## src/rtl/writer.sv

```systemverilog
// Store-data formatter and memory write sequencer: byte-aligns a store into
// 64-bit lanes with byte enables and issues one or two req/ack write beats.
module writer #(
    parameter int unsigned ADDR_W = 64
) (
    input  logic              clk,
    input  logic              rst,
    input  logic              valid_in,
    output logic              ready_out,
    input  logic [ADDR_W-1:0] addr,
    input  logic [63:0]       store_data,
    input  logic [2:0]        f3,
    output logic              write_stall,
    output logic              mem_req,
    output logic [ADDR_W-1:0] mem_addr,
    output logic [63:0]       mem_wdata,
    output logic [7:0]        mem_be,
    input  logic              mem_ack,
    output logic              done,
    output logic              err
);

    localparam int unsigned DATA_W = 64;
    localparam int unsigned BE_W   = DATA_W / 8;

    typedef enum logic [1:0] {
        IDLE  = 2'd0,
        BEAT0 = 2'd1,
        BEAT1 = 2'd2,
        DONE  = 2'd3
    } state_t;

    state_t              state_q, state_d;
    logic                ready_d, req_d, done_d, err_d;
    logic [ADDR_W-1:0]   addr_d, hi_addr_q, hi_addr_d;
    logic [DATA_W-1:0]   wdata_d, hi_wdata_q, hi_wdata_d;
    logic [BE_W-1:0]     be_d, hi_be_q, hi_be_d;

    logic [BE_W-1:0]     size_be;
    logic [DATA_W-1:0]   size_mask;
    logic [2*BE_W-1:0]   lane_mask;
    logic [2*DATA_W-1:0] lane_data;
    logic [ADDR_W-1:0]   base;

    // Size decode and lane alignment of the incoming store across two beats
    always_comb begin
        size_be   = 8'h01;
        size_mask = 64'h0000_0000_0000_00FF;
        case (f3[1:0])
            2'b00: begin size_be = 8'h01; size_mask = 64'h0000_0000_0000_00FF; end
            2'b01: begin size_be = 8'h03; size_mask = 64'h0000_0000_0000_FFFF; end
            2'b10: begin size_be = 8'h0F; size_mask = 64'h0000_0000_FFFF_FFFF; end
            default: begin size_be = 8'hFF; size_mask = 64'hFFFF_FFFF_FFFF_FFFF; end
        endcase
        lane_mask = {8'h00, size_be} << addr[2:0];
        lane_data = {64'd0, store_data & size_mask} << {addr[2:0], 3'b000};
        base      = {addr[ADDR_W-1:3], 3'b000};
    end

    // Next-state and next-output logic
    always_comb begin
        state_d    = state_q;
        req_d      = mem_req;
        addr_d     = mem_addr;
        wdata_d    = mem_wdata;
        be_d       = mem_be;
        hi_addr_d  = hi_addr_q;
        hi_wdata_d = hi_wdata_q;
        hi_be_d    = hi_be_q;
        done_d     = 1'b0;
        err_d      = 1'b0;
        case (state_q)
            IDLE: begin
                if (valid_in) begin
                    if (f3[2]) begin
                        state_d = DONE;
                        done_d  = 1'b1;
                        err_d   = 1'b1;
                    end else begin
                        state_d    = BEAT0;
                        req_d      = 1'b1;
                        addr_d     = base;
                        be_d       = lane_mask[BE_W-1:0];
                        wdata_d    = lane_data[DATA_W-1:0];
                        hi_addr_d  = base + ADDR_W'(8);
                        hi_be_d    = lane_mask[2*BE_W-1:BE_W];
                        hi_wdata_d = lane_data[2*DATA_W-1:DATA_W];
                    end
                end
            end
            BEAT0: begin
                if (mem_ack) begin
                    if (hi_be_q != '0) begin
                        state_d = BEAT1;
                        addr_d  = hi_addr_q;
                        be_d    = hi_be_q;
                        wdata_d = hi_wdata_q;
                    end else begin
                        state_d = DONE;
                        req_d   = 1'b0;
                        done_d  = 1'b1;
                    end
                end
            end
            BEAT1: begin
                if (mem_ack) begin
                    state_d = DONE;
                    req_d   = 1'b0;
                    done_d  = 1'b1;
                end
            end
            default: state_d = IDLE;
        endcase
        ready_d = (state_d == IDLE);
    end

    always_ff @(posedge clk or negedge rst) begin
        if (!rst) begin
            state_q    <= IDLE;
            ready_out  <= 1'b1;
            mem_req    <= 1'b0;
            mem_addr   <= '0;
            mem_wdata  <= '0;
            mem_be     <= '0;
            done       <= 1'b0;
            err        <= 1'b0;
            hi_addr_q  <= '0;
            hi_wdata_q <= '0;
            hi_be_q    <= '0;
        end else begin
            state_q    <= state_d;
            ready_out  <= ready_d;
            mem_req    <= req_d;
            mem_addr   <= addr_d;
            mem_wdata  <= wdata_d;
            mem_be     <= be_d;
            done       <= done_d;
            err        <= err_d;
            hi_addr_q  <= hi_addr_d;
            hi_wdata_q <= hi_wdata_d;
            hi_be_q    <= hi_be_d;
        end
    end

    assign write_stall = (state_q != IDLE);

endmodule
```

## config.mk

```make
export PLATFORM = sky130hd
export DESIGN_NAME = writer
export DESIGN_NICKNAME = d
export VERILOG_FILES = /design/src/rtl/writer.sv
export SDC_FILE = /design/constraint.sdc
export NUM_CORES = 1
export LEC_CHECK = 0
export BUFFER_PORTS_ARGS = -buffer_cell sky130_fd_sc_hd__buf_2
export CAP_MARGIN = 15
export CORE_ASPECT_RATIO = 0.5
export CORE_MARGIN = 1
export CORE_UTILIZATION = 50
export DETAILED_ROUTE_END_ITERATION = 7
export PLACE_DENSITY = 0.8
export SLEW_MARGIN = 20
export SYNTH_ARGS = -nofsm -noshare
export SYNTH_HDL_FRONTEND = slang
export SYNTH_SLANG_ARGS = --single-unit
```

## constraint.sdc

```tcl
create_clock -name clk -period 4.4 [get_ports clk]
set_input_delay 0.88 -clock clk [delete_from_list [all_inputs] [get_ports clk]]
set_output_delay 0.88 -clock clk [all_outputs]
set_load 0.02 [all_outputs]
```

* Yosys cells after proc, flatten, opt, wreduce, memory -nomap -nowiden
Index checks and enable logic that the tools add are counted.
Word-level totals: output and inout port bits 141, flip-flop bits (word level) 278, word-level logic and storage cells 72, input port bits 135
Operators by class: bitwise operators 2, mux-type cells 36, equality and inequality tests 10, add/subtract/negate cells 1, shift operators 2, reduce and logical (&&, ||, !) cells 10
Operator list (count):
- 2-to-1 mux 64 bit | 8
- case mux 64 bit (2 select lines) | 2
- case mux 64 bit (3 select lines) | 1
- left shift 64 x 6 -> 128 bit | 1
- adder 64 x 4 -> 64 bit, second input constant | 1
- bitwise AND 64 bit | 1
- 2-to-1 mux 8 bit | 4
- case mux 8 bit (3 select lines) | 1
- case mux 8 bit (2 select lines) | 1
- left shift 8 x 3 -> 16 bit | 1
- 2-to-1 mux 1 bit | 12
- != test 2 bit, second input constant | 6
- 2-to-1 mux 2 bit | 4
- nonzero test 8 bit | 1
- logical NOT 2 bit | 3
- case mux 1 bit (3 select lines) | 2
- case mux 2 bit (3 select lines) | 1
- AND reduction 6 bit | 1
- AND reduction 5 bit | 1
- == test 2 x 1 -> 1 bit, second input constant | 2
- == test 2 bit, second input constant | 2
- nonzero test 2 bit | 2
- AND reduction 3 bit | 1
- nonzero test 3 bit | 1
- inverter 1 bit | 1

* Depth between registers and ports, before layout
word-level depth 7, gate-level depth with buffers 11, gate-level depth less buffers 8

* Least setup slack after synthesis
No wires, ideal clock.
path type input port to flip-flop, start input port addr[3], end register hi_addr_q[59], buffers on the path 0, data arrival time 2.475 ns, library setup time 0.131 ns, setup slack 1.793 ns, data required time 4.269 ns, stages on the path 7, path through ha_1 and3_2 and4bb_4 nor3b_4 nand3_2 and3_1 or3_1
Between the ends: word-level cells in the longest chain between the ends 1
Ends and longest elaborated chain:
- start, declared | line 10 | input logic [ADDR_W-1:0] addr,
- adder 64 x 4 -> 64 bit | line 85 | hi_addr_d = base + ADDR_W'(8);
- end signal, assigned | line 139 | hi_addr_q <= hi_addr_d;
- end, declared | line 35 | logic [ADDR_W-1:0] addr_d, hi_addr_q, hi_addr_d;
Every way passes these cells. A chain may end at the register's enable or synchronous reset.

* Final worst setup path
start register state_q[1], end register mem_addr[10]
Between the ends: word-level cells in the longest chain between the ends 3, elaborated cells between the ends (all ways) 9, classes of those cells eq/ne (5); mux (1); reduce/logical (3)
Ends and longest elaborated chain:
- start, declared | line 33 | state_t state_q, state_d;
- start signal, assigned | line 131 | state_q <= state_d;
- == test 2 x 1 -> 1 bit or logical NOT 2 bit (tied branches) | line 72 | case (state_q)
- != test 2 bit (no line) or nonzero test 2 bit (tied branches)
- AND reduction 5 bit (no line)
- end signal, assigned | line 134 | mem_addr <= addr_d;
- end, declared | line 15 | output logic [ADDR_W-1:0] mem_addr,
Parallel ways exist; a longest one is shown, timed or not.

==> results.cfg <==
[yosys]
synth_cell_types = 64
synth_top_area_share_pct = 46.15
avgSynthCellArea_um2 = 9.003
syn_inst = 1578
synthArstFlopShare_pct = 100.0
ys_seq_elements = 263
ys_warn_count = 0
synth-edff-count = 0
synth_top_flop_cell = dfrtp_1
synthTopCellsByArea = dfrtp_1, o21ai_0, nand2_1
synth_area_leader_cell = dfrtp_1
ys_seq_area_share_pct = 46.34
synthesis.area_um2 = 14210

[clock_tree]
numClockSinks = 263
postCtsSetupRepairBufs = 0
clk_pin_slew_ns = 0.06
cts-buffers-inserted = 25
htree_num_levels = 1
cts_buffer_depth = 3
root_buffer = clkbuf_16
clk_latency_ns = 0.55
ctsResizeCount = 0
cts_hold_buf = 0
cts_tree = done

[drt]
vias_per_cell = 5.971
vias = 12990
drc_errors = 0
drtAntennaViolNets = 0
drt_pass1_iterations = 6
wirelength_um = 44350
drt-initial-drc-count = 1634
routedWlPerCell_um = 20.38

[worst_setup_path]
crit_required_ns = 4.80
endpoint_kind = flip-flop
worstReg2RegStart = state_q[1]
arrival_ns = 3.53
setup.worst_path.class = flip-flop to flip-flop
path_max_fanout = 94
cp-start-kind = flip-flop
startpoint = state_q[1]
reg2reg_depth = 6

[place]
place_ws_ns = 1.214
gpl.final_weighted_congestion = 0.9766
dp_hpwl_um = 31010
dp.cells = 2129
io_buffers = 272

[floorplanning]
initial_core_util_pct = 51.07
die_x_um = 240.4
rows = 43
dieArea_um2 = 29130
core_area_um2 = 27820
die_h_um = 121.2
pin_count = 276

[sta]
hold_viol_final = 0
clock-skew-final_ns = 0.02118
period_minus_slack_ns = 3.129
slew_violations = 0
post-route-period-util_pct = 71.11
worst_pin_slew_ns = 1.102
setup_viol_count_final = 0
fin_ws_ns = 1.271
max_freq_mhz = 319.6
fin_tns_setup_ns = 0
rsz0062_at_grt = false
max-slew-margin-rel_pct = 26.43
holdWs_ns = 0.3689

[layout]
fin_cells = 2176
fillers = 2469
area_growth_pct = 16.65
nets = 1914
layout-drive-gt1-share_pct = 21.86

[grt]
antenna_found_initial = 6
grt_pass1_wl_um = 68800
grt_max_degree = 105
track_usage_pct = 30.34
grt_pass1_vias = 12010
grt.overflow.total = 0

[worst_hold_path]
hold_path.class = input pin to async pin

[pwr]
power.leakage_uw = 0.007575
ir_drop_mv = 0.3891
powerDensity_nw_per_um2 = 640.5
finalPower_uw = 10610

[run_status]
outcome = completed

[job]
cap_violations = 0
==> layout make-up <==
class	count	area (µm²)	area share (%)
flip-flops and latches	263	6583	39.72
clock buffers	35	683.2	4.123
multi-input cells	1174	6965	42.03
diodes	5	12.51	0.07551
inverters	9	33.78	0.2039
clock inverters	7	163.9	0.9891
well taps	382	478.0	2.884
repair buffers	301	1652	9.967
==> state kept, by name, summed over array words and instances (netlist names) <==
signal	count
done	1
err	1
hi_addr_q	61
hi_be_q	7
hi_wdata_q	56
mem_addr	61
mem_be	8
mem_req	1
mem_wdata	64
ready_out	1
state_q	2
==> Yosys cell counts, types with 3 or more instances <==
cell      instances
nand3_1          64
dfrtp_1         262
and3_1           15
clkbuf_2          4
ha_1              5
buf_1             9
mux2_2           33
a31oi_1          10
xnor2_1          14
inv_1             8
a221oi_1         17
and2_1            8
a221o_1           9
a21oi_1          38
o21ai_0         250
buf_4             8
clkbuf_1         93
nor2_1           66
buf_6            14
and3_2            4
xor2_1           43
buf_2             5
nand4_1          17
a21o_1           10
nand3b_1         10
a22oi_1          39
nand2_1         312
o21ai_1          29
o31ai_1           3
a32o_1           16
nor2b_1          11
mux2i_1          62
o211ai_1          8
a32oi_1          16
nor3_1            7
a22o_1           22
or2_2             3
and4_1            3
==> power breakdown <==
group | switching (µW) | internal (µW) | total [µW]
registers | 571 | 3400 | 3970
logic | 2860 | 1450 | 4310
clock network | 957 | 1370 | 2330
==> worst max-delay path: stages, from the launching register on <==
cell     delay, ns
dfrtp_1       0.41
inv_1         0.13
ha_4          0.73
nor2_1        0.42
o21ai_4       0.66
buf_12        0.39
o21ai_0       0.17
==> path summary, 6_finish.rpt <==
path | endpoint | slack [ns]
worst max register to register | mem_addr[10] | 1.27
worst min register to register | hi_wdata_q[25] | 0.47
worst max-delay path | mem_addr[10] | 1.27
max in group asynchronous | hi_wdata_q[48] | 3.05
min in group clk | hi_wdata_q[25] | 0.47
worst min-delay path | hi_wdata_q[27] | 0.37
==> placed cells by master, fill, tap and decap left out, types with 14 or more instances in the layout <==
master,instances
a21oi_1,38
a221oi_1,17
a22o_1,22
a22oi_1,39
a32o_1,16
a32oi_1,16
and3_1,15
buf_2,271
buf_4,24
clkbuf_16,25
dfrtp_1,262
mux2_2,33
mux2i_1,62
nand2_1,312
nand3_1,64
nand4_1,17
nor2_1,64
o21ai_0,250
o21ai_1,29
xnor2_1,14
xor2_1,43
==> metrics by stage <==
step           util [%]  area, µm²
2_1_floorplan         -      14210
3_3_place_gp      56.48      15710
3_5_place_dp      56.48      15710
4_1_cts           59.53      16560
5_1_grt           59.57      16570
6_report          59.57      16570
==> cell families (layout without fill, tap and decap cells) <==
kind of cell	count (synthesis)	in the layout	share of synthesized area [%]
other	1	8	0.02640
and+or+nand+nor	539	539	17.40
muxes	95	95	6.984
adders and majority gates	6	6	0.5108
AOI/OAI and AO/OA	474	474	20.35
DFF	263	263	46.34
buffers and inverters	143	352	4.879
xor gates and xnor gates	57	57	3.514
==> metal layers <==
metal,global-route usage [%],wire [µm],vias to the layer above
li1,-,-,6010
met1,42.55,18680,6215
met2,48.23,20590,665
met3,5.118,3720,100
met4,9.196,1358,2
met5,0,7,-
(Power assumes the default switching activity.)
